$ cat src/rtl/inta_cycle_initiator_pkg.sv
// Shared types and constants for the INTA cycle initiator.
//  state_t       : top-level sequencer states
//  CALL_OPCODE   : first byte the PIC returns in MCS-80 mode
//  PULSES_*      : number of INTA# pulses per acknowledge sequence
package inta_cycle_initiator_pkg;
    typedef enum logic [1:0] {
        IDLE    = 2'd0,
        ACK_LOW = 2'd1,
        ACK_GAP = 2'd2,
        RESULT  = 2'd3
    } state_t;

    localparam logic [7:0] CALL_OPCODE  = 8'hCD;
    localparam logic [1:0] PULSES_8086  = 2'd2;
    localparam logic [1:0] PULSES_MCS80 = 2'd3;
endpackage

$ cat src/rtl/inta_cycle_initiator_if.sv
// Signal bundle between the PIC / CPU core and the INTA cycle initiator.
//  master : the initiator (drives INTA#, busy and the result handshake)
//  slave  : the environment (PIC INT line, data bus, CPU flags, core ready)
interface inta_cycle_initiator_if;
    logic        interrupt;
    logic        interrupt_enable;
    logic        u8086_or_mcs80_config;
    logic [7:0]  data_bus_in;
    logic        interrupt_acknowledge_n;
    logic        busy;
    logic        vector_valid;
    logic        vector_ready;
    logic [7:0]  vector;
    logic [15:0] call_address;
    logic        opcode_error;

    modport master (
        input  interrupt, interrupt_enable, u8086_or_mcs80_config, data_bus_in, vector_ready,
        output interrupt_acknowledge_n, busy, vector_valid, vector, call_address, opcode_error
    );

    modport slave (
        output interrupt, interrupt_enable, u8086_or_mcs80_config, data_bus_in, vector_ready,
        input  interrupt_acknowledge_n, busy, vector_valid, vector, call_address, opcode_error
    );
endinterface

$ cat src/rtl/inta_pulse_timer.sv
// Phase counter for INTA# low / gap intervals.
//  clock, reset : system clock, synchronous active-high reset
//  clear        : restart the count (asserted on every state change)
//  run          : count while in a pulse or gap phase
//  gap_sel      : 1 = time a gap interval, 0 = time a low interval
//  last_cycle   : current clock is the final clock of the selected interval
module inta_pulse_timer #(
    parameter int INTA_LOW_CYCLES = 2,
    parameter int INTA_GAP_CYCLES = 2
) (
    input  logic clock,
    input  logic reset,
    input  logic clear,
    input  logic run,
    input  logic gap_sel,
    output logic last_cycle
);
    localparam int MAX_CYCLES = (INTA_LOW_CYCLES > INTA_GAP_CYCLES) ? INTA_LOW_CYCLES
                                                                      : INTA_GAP_CYCLES;
    localparam int W = $clog2(MAX_CYCLES + 1);
    localparam logic [W-1:0] LOW_LAST = W'(INTA_LOW_CYCLES - 1);
    localparam logic [W-1:0] GAP_LAST = W'(INTA_GAP_CYCLES - 1);

    logic [W-1:0] count;

    assign last_cycle = (count == (gap_sel ? GAP_LAST : LOW_LAST));

    // Saturates at the terminal value so it never wraps.
    always_ff @(posedge clock) begin
        if (reset || clear)
            count <= '0;
        else if (run && !last_cycle)
            count <= count + 1'b1;
    end
endmodule

$ cat src/rtl/inta_cycle_initiator.sv
// CPU-side initiator of the 8259A interrupt-acknowledge protocol.
//  clock, reset : system clock, synchronous active-high reset
//  bus          : PIC/core signals (INT, IF, mode, data bus in; INTA#, busy,
//                 vector/call_address/opcode_error with valid/ready handshake out)
// Issues 2 (8086) or 3 (MCS-80) INTA# pulses, captures the PIC byte on the
// last low clock of each pulse and presents the result until accepted.
module inta_cycle_initiator
    import inta_cycle_initiator_pkg::*;
#(
    parameter int INTA_LOW_CYCLES = 2,
    parameter int INTA_GAP_CYCLES = 2
) (
    input  logic                   clock,
    input  logic                   reset,
    inta_cycle_initiator_if.master bus
);
    state_t     state, next_state;
    logic [1:0] pulses_total, pulse_idx;
    logic [7:0] byte0, byte1, byte2;
    logic [7:0] byte0_n, byte1_n, byte2_n;
    logic       last_cycle, start, pulse_done, final_pulse, mode_8086;

    assign start       = bus.interrupt & bus.interrupt_enable;
    assign pulse_done  = (state == ACK_LOW) && last_cycle;
    assign final_pulse = (pulse_idx == pulses_total - 2'd1);
    assign mode_8086   = (pulses_total == PULSES_8086);

    inta_pulse_timer #(
        .INTA_LOW_CYCLES(INTA_LOW_CYCLES),
        .INTA_GAP_CYCLES(INTA_GAP_CYCLES)
    ) u_timer (
        .clock     (clock),
        .reset     (reset),
        .clear     (next_state != state),
        .run       ((state == ACK_LOW) || (state == ACK_GAP)),
        .gap_sel   (state == ACK_GAP),
        .last_cycle(last_cycle)
    );

    always_comb begin
        next_state = state;
        case (state)
            IDLE:    if (start) next_state = ACK_LOW;
            ACK_LOW: if (last_cycle) next_state = final_pulse ? RESULT : ACK_GAP;
            ACK_GAP: if (last_cycle) next_state = ACK_LOW;
            RESULT:  if (bus.vector_ready) next_state = IDLE;
            default: next_state = IDLE;
        endcase
    end

    // Byte values including the capture happening this clock, so the result
    // registers can load in the same edge that enters RESULT.
    always_comb begin
        byte0_n = byte0;
        byte1_n = byte1;
        byte2_n = byte2;
        if (pulse_done) begin
            case (pulse_idx)
                2'd0:    byte0_n = bus.data_bus_in;
                2'd1:    byte1_n = bus.data_bus_in;
                default: byte2_n = bus.data_bus_in;
            endcase
        end
    end

    always_ff @(posedge clock) begin
        if (reset) begin
            state                   <= IDLE;
            pulses_total            <= PULSES_8086;
            pulse_idx               <= '0;
            byte0                   <= '0;
            byte1                   <= '0;
            byte2                   <= '0;
            bus.interrupt_acknowledge_n <= 1'b1;
            bus.busy                <= 1'b0;
            bus.vector_valid        <= 1'b0;
            bus.vector              <= '0;
            bus.call_address        <= '0;
            bus.opcode_error        <= 1'b0;
        end else begin
            state <= next_state;
            byte0 <= byte0_n;
            byte1 <= byte1_n;
            byte2 <= byte2_n;

            // Mode is frozen at sequence start; later config changes are ignored.
            if (state == IDLE && start) begin
                pulses_total <= bus.u8086_or_mcs80_config ? PULSES_8086 : PULSES_MCS80;
                pulse_idx    <= '0;
            end else if (pulse_done && !final_pulse) begin
                pulse_idx <= pulse_idx + 2'd1;
            end

            if (pulse_done && final_pulse) begin
                bus.vector <= byte1_n;
                if (mode_8086) begin
                    bus.call_address <= {8'h00, byte1_n};
                    bus.opcode_error <= 1'b0;
                end else begin
                    bus.call_address <= {byte2_n, byte1_n};
                    bus.opcode_error <= (byte0_n != CALL_OPCODE);
                end
            end

            // Outputs registered from next_state so they align with the state register.
            bus.interrupt_acknowledge_n <= (next_state != ACK_LOW);
            bus.busy                    <= (next_state != IDLE);
            bus.vector_valid            <= (next_state == RESULT);
        end
    end
endmodule

$ cat src/flat_wrapper.sv
// flat-port wrapper written by rule: the top's interface ports become plain ports
module inta_cycle_initiator_flat import inta_cycle_initiator_pkg::*;
#(
    parameter int INTA_LOW_CYCLES = 2,
    parameter int INTA_GAP_CYCLES = 2
)
  (clock, reset, bus_interrupt, bus_interrupt_enable, bus_u8086_or_mcs80_config, bus_data_bus_in, bus_vector_ready, bus_interrupt_acknowledge_n, bus_busy, bus_vector_valid, bus_vector, bus_call_address, bus_opcode_error);
  inta_cycle_initiator_if bus_i ();
  input  logic clock;
  input  logic reset;
  input wire logic [$bits(bus_i.interrupt)-1:0] bus_interrupt;
  input wire logic [$bits(bus_i.interrupt_enable)-1:0] bus_interrupt_enable;
  input wire logic [$bits(bus_i.u8086_or_mcs80_config)-1:0] bus_u8086_or_mcs80_config;
  input wire logic [$bits(bus_i.data_bus_in)-1:0] bus_data_bus_in;
  input wire logic [$bits(bus_i.vector_ready)-1:0] bus_vector_ready;
  output wire logic [$bits(bus_i.interrupt_acknowledge_n)-1:0] bus_interrupt_acknowledge_n;
  output wire logic [$bits(bus_i.busy)-1:0] bus_busy;
  output wire logic [$bits(bus_i.vector_valid)-1:0] bus_vector_valid;
  output wire logic [$bits(bus_i.vector)-1:0] bus_vector;
  output wire logic [$bits(bus_i.call_address)-1:0] bus_call_address;
  output wire logic [$bits(bus_i.opcode_error)-1:0] bus_opcode_error;
  assign bus_i.interrupt = bus_interrupt;
  assign bus_i.interrupt_enable = bus_interrupt_enable;
  assign bus_i.u8086_or_mcs80_config = bus_u8086_or_mcs80_config;
  assign bus_i.data_bus_in = bus_data_bus_in;
  assign bus_i.vector_ready = bus_vector_ready;
  assign bus_interrupt_acknowledge_n = bus_i.interrupt_acknowledge_n;
  assign bus_busy = bus_i.busy;
  assign bus_vector_valid = bus_i.vector_valid;
  assign bus_vector = bus_i.vector;
  assign bus_call_address = bus_i.call_address;
  assign bus_opcode_error = bus_i.opcode_error;
  inta_cycle_initiator #(.INTA_LOW_CYCLES(INTA_LOW_CYCLES), .INTA_GAP_CYCLES(INTA_GAP_CYCLES)) u_core (.clock(clock), .reset(reset), .bus(bus_i));
endmodule
$ cat config.mk
export PLATFORM = sky130hd
export DESIGN_NAME = inta_cycle_initiator_flat
export DESIGN_NICKNAME = d
export VERILOG_FILES = /design/src/rtl/inta_cycle_initiator_pkg.sv /design/src/rtl/inta_cycle_initiator_if.sv /design/src/rtl/inta_pulse_timer.sv /design/src/rtl/inta_cycle_initiator.sv /design/src/flat_wrapper.sv
export SDC_FILE = /design/constraint.sdc
export NUM_CORES = 1
export LEC_CHECK = 0
export ABC_AREA = 1
export CAP_MARGIN = 0
export CORE_UTILIZATION = 55
export CTS_CLUSTER_SIZE = 10
export DETAILED_ROUTE_END_ITERATION = 8
export PLACE_DENSITY = 0.85
export SETUP_SLACK_MARGIN = 0.05
export SLEW_MARGIN = 25
export SYNTH_ARGS = -nofsm -noshare
export SYNTH_HDL_FRONTEND = slang
export SYNTH_HIERARCHICAL = 1
export SYNTH_SLANG_ARGS = --single-unit
$ cat constraint.sdc
create_clock -name clock -period 3.1 [get_ports clock]
set_input_delay 0.31 -clock clock [delete_from_list [all_inputs] [get_ports clock]]
set_output_delay 0.31 -clock clock [all_outputs]
set_load 0.005 [all_outputs]
---- After elaboration in Yosys (flattened, before gate mapping) ----
Index checks and enable logic that the tools add are counted.
operators by class
  $add $sub $neg .......................... 3
  equal/unequal tests ..................... 11
  muxes and demuxes ....................... 15
  bitwise logic cells ..................... 1
  reduce and logical (&&, ||, !) cells .... 14
operators with widths
  cell                                                                     number
  8-bit 2-to-1 mux                                                         6
  16-bit 2-to-1 mux                                                        1
  2-bit == test, second input constant                                     4
  2-bit 2-to-1 mux                                                         4
  8-bit inequality test, second input constant                             1
  2-bit one-hot mux with 4 select lines                                    1
  2-bit by 1-bit == test with 1-bit output, second input constant          3
  1-bit logical AND                                                        5
  2-bit by 1-bit adder with 2-bit output, second input constant            2
  2-bit logical NOT                                                        2
  2-bit OR reduction                                                       2
  1-bit 2-to-1 mux                                                         3
  2-bit == test                                                            1
  1-bit logical NOT                                                        2
  1-bit logical OR                                                         2
  2-bit by 1-bit inequality test with 1-bit output, second input constant  1
  2-bit inequality test                                                    1
  2-bit nonzero test                                                       1
  2-bit by 1-bit subtractor with 2-bit output, second input constant       1
  1-bit AND                                                                1
word-level totals
  register bits after elaboration ......... 60
  input bits .............................. 14

---- Logic depth before layout (Yosys ltp) ----
  depth after elaboration ................. 7
  gate-level depth with buffers ........... 14
  depth with buffers taken out ............ 13

---- Hierarchy ----
Netlist, hierarchy kept.
by module, submodules not included
  module                instances  cells each  area each (µm²)  sequential area each (µm²)
  inta_cycle_initiator  1          306         2274.7           980.9
  inta_pulse_timer      1          14          101.3            40.0

---- Worst setup path after synthesis ----
No wires, ideal clock.
  path kind ............................... register -> register
  from .................................... reg u_core.state[1]
  to ...................................... reg u_core.u_timer.count[0]
  library setup time ...................... 0.064 ns
  arrival ................................. 1.575 ns
  slack ................................... 1.461 ns
  cell stages (with the launch flop) ...... 13
  clock period less this slack ............ 1.639 ns
  path through ............................ dfxtp_1 > inv_1 > ha_1 > buf_6 > inv_1 > o211ai_1 > o21ai_0 > nand2_1 > nand2_1 > nand3_1 > nor2_2 > nand2_1 > nor2_1
on the way
  cells in the longest elaborated chain, start to end .. 4
RTL lines
  element                                RTL line                    source
  start: declaration                     inta_cycle_initiator.sv:17  state_t state, next_state;
  start signal: assignment               inta_cycle_initiator.sv:81  state <= next_state;
  2-bit == test (tied with other cells)  inta_cycle_initiator.sv:42  case (state)
  2-bit one-hot mux with 4 select lines  inta_cycle_initiator.sv:42
  2-bit inequality test                  inta_cycle_initiator.sv:34  .clear (next_state != state),
  1-bit logical OR                       inta_pulse_timer.sv:30      if (reset || clear)
  end signal: assignment                 inta_pulse_timer.sv:33      count <= count + 1'b1;
  end: declaration                       inta_pulse_timer.sv:24      logic [W-1:0] count;
Several ways; a longest one is shown, not always the timed one.
A chain may end at the register's enable or synchronous reset.

---- Worst setup path in the final report ----
Same ends and word-level chain as after synthesis.

==> metrics <==
status finished, final reports clean; Final period util between 60% and 70%; worst setup margin around 1200 ps; largest net degree at the start of global routing 36; fill count 335; VDD IR-drop max 255 µV; Detailed Place HPWL 3.33 mm; Die Span Y around 68 µm; gpl congestion 0.859; maxcap violations 0; synthesized area per cell 7.43 µm²; remaining routing DRC violations 0; vias in the first global route 1,726; crit end category flop; end-of-flow core utilization 70.0%; Synth area leader dfxtp_1; post-synthesis sequential area ratio 43.0%; Hold Fails Final Rpt 0; post-synthesis register bit count 51; Slew Limit Fails 0; initial antenna violation count 0; H-Tree Depth 2; post-CTS sizing 0; I/O Buffers 41; Worst EP arrival between 2000 and 2500 ps; antenna viol nets, final 0; Ports 42; worst endpoint required time 3350 ps; CTS buffer count 5; flop2flop setup slack between 1000 and 1500 ps; initial DRC count 171; Avg WL per Cell 12.0 µm; Yosys warning total 6; f_max 0.521 GHz; multi-input logic area between 0.001 and 0.0015 mm²; Synth cell types 29; global-route wire length before repair 7.53 mm; LEAKAGE 1.28 nW; Setup TNS Final 0 ps; ANT cells 0; pre-CTS setup slack 1220 ps; Sink Count 51; Detailed Route WL 4.83 mm; type of the tightest min-delay check flop to flop; drt first pass iters 4; global route overflow 0; CTS tree done; clock skew 11.1 ps; headroom to the max-slew limit 64.4%; ys async rst share 0%; share of cells above drive strength 1 under 10%; WS Path Type flop to flop; final setup vio count 0; Max Root-Sink Buffers 2; commonest non-fill, non-tap cells in the layout nand2_1, inv_1, dfxtp_1, clkdlybuf4s50_1, nor2_1; FP Rows 23; die area approximately 0.0046 mm²; CP Launch Type flop; register area 0.00102 mm²; Post-CTS Hold Buffers 0; die width 67.7 µm; PD cells around 440 mW/mm²; CP Max Fanout 9; Initial Utilization 58.1%; ys flop type dfxtp_1; RSZ-0062 raised after global routing false; Syn Nets 343; Area Growth Syn to Fin 20.3%; area fraction of the dominant cell type after synthesis 43.0%; post-layout net count 375; Root Buffer Master clkbuf_8; Clk pin slew, worst setup/hold paths 100 ps; leading cell type in the layout, fill and taps excluded nand2_1; Synth area leaders dfxtp_1, nand2_1, inv_1; Cells after Synth 320; EDFF count, synth 0; via/cell ratio 5.11; synthesized area 0.00238 mm²; worst-skew pair later-pin latency between 300 and 400 ps; total core area a little over 0.004 mm²; Vias 2,059; setup bufs post-CTS 0; gr usage total 22.5%; fin crit period about 1900 ps; Worst-Margin Slew between 500 and 600 ps
## power breakdown
group / leakage [nW] / internal (mW) / switching [mW]
Sequential: 0.412 / 0.662 / 0.00507
Combinational: 0.811 / 0.0363 / 0.0531
Clock: 0.0618 / 0.266 / 0.226
## metal layers
layer	part of all wire, %	global-route usage [%]	routed length, µm
met1	47	28.3	2260
met4	1.4	7.18	67
met3	6.0	5.07	292
met5	0	0	0
met2	46	37.6	2210
## state kept, by name (all words and copies together) (netlist names)
name,count
u_core/bus.busy,1
u_core/bus.call_address,9
u_core/bus.vector,7
u_core/byte0,8
u_core/bus.opcode_error,1
u_core/u_timer/count,2
u_core/pulses_total,1
u_core/byte2,8
u_core/state,2
u_core/byte1,8
u_core/bus.interrupt_acknowledge_n,1
u_core/bus.vector_valid,1
u_core/pulse_idx,2
## path summary, 6_finish.rpt
| check | from | endpoint | cells past startpoint |
|---|---|---|---|
| worst min register to register | u_core/byte2[7]$_SDFF_PP0_ | u_core/byte2[7]$_SDFF_PP0_ | 2 |
| worst max register to register | u_core/state[1]$_SDFF_PP0_ | u_core/u_timer/count[0]$_SDFFE_PP0P_ | 11 |
| worst max-delay path | u_core/state[1]$_SDFF_PP0_ | u_core/u_timer/count[0]$_SDFFE_PP0P_ | 11 |
| worst min-delay path | u_core/byte2[7]$_SDFF_PP0_ | u_core/byte2[7]$_SDFF_PP0_ | 2 |
## through the flow
stage / area, µm² / hold slack [ps] / cells / power, mW
detailed placement: 2740 / 446 / 395 / 0.770
global route: 2860 / 473 / 403 / 1.30
CTS: 2860 / 461 / 403 / 1.25
global placement: 2740 / 435 / 395 / 0.768
floorplan: 2380 / 424 / 320 / 0.735
finish: 2860 / 469 / 403 / 1.25
## area by class of cell
class | count | area share, %
clock buffer | 6 | 2.89
clock inverter | 2 | 1.36
inverter | 57 | 7.66
multi-input combinational | 195 | 35.6
sequential | 51 | 35.7
tap | 50 | 2.19
timing repair buffer | 42 | 14.6
## synth_stat cells (6+ instances only)
library cell,n
nand3_1,19
a21oi_1,19
buf_4,8
o21a_1,8
nor2_1,21
inv_1,52
nand2_1,74
o21ai_1,8
ha_1,9
dfxtp_1,51
or2_1,6
o21ai_0,12
## logic make-up (layout without fill, tap and decap cells)
| group | after synthesis | after routing | synth area share (%) |
|---|---|---|---|
| AOI/OAI and AO/OA | 52 | 52 | 12.4 |
| adders and majority gates | 9 | 9 | 4.74 |
| and+or+nand+nor | 134 | 134 | 25.6 |
| buffers and inverters | 74 | 107 | 14.2 |
| DFF | 51 | 51 | 43.0 |
## critical path: stages, from the launching register on
cell      delay [ps]
dfxtp_1          420
inv_1            120
ha_1             350
inv_1            150
o211ai_1          90
o21ai_0          230
nand2_1          110
nand2_1           70
nand3_1           70
nor2_2           130
nand2_1           60
nor2_1            70
Note: power is estimated with default switching activity, not from simulation.
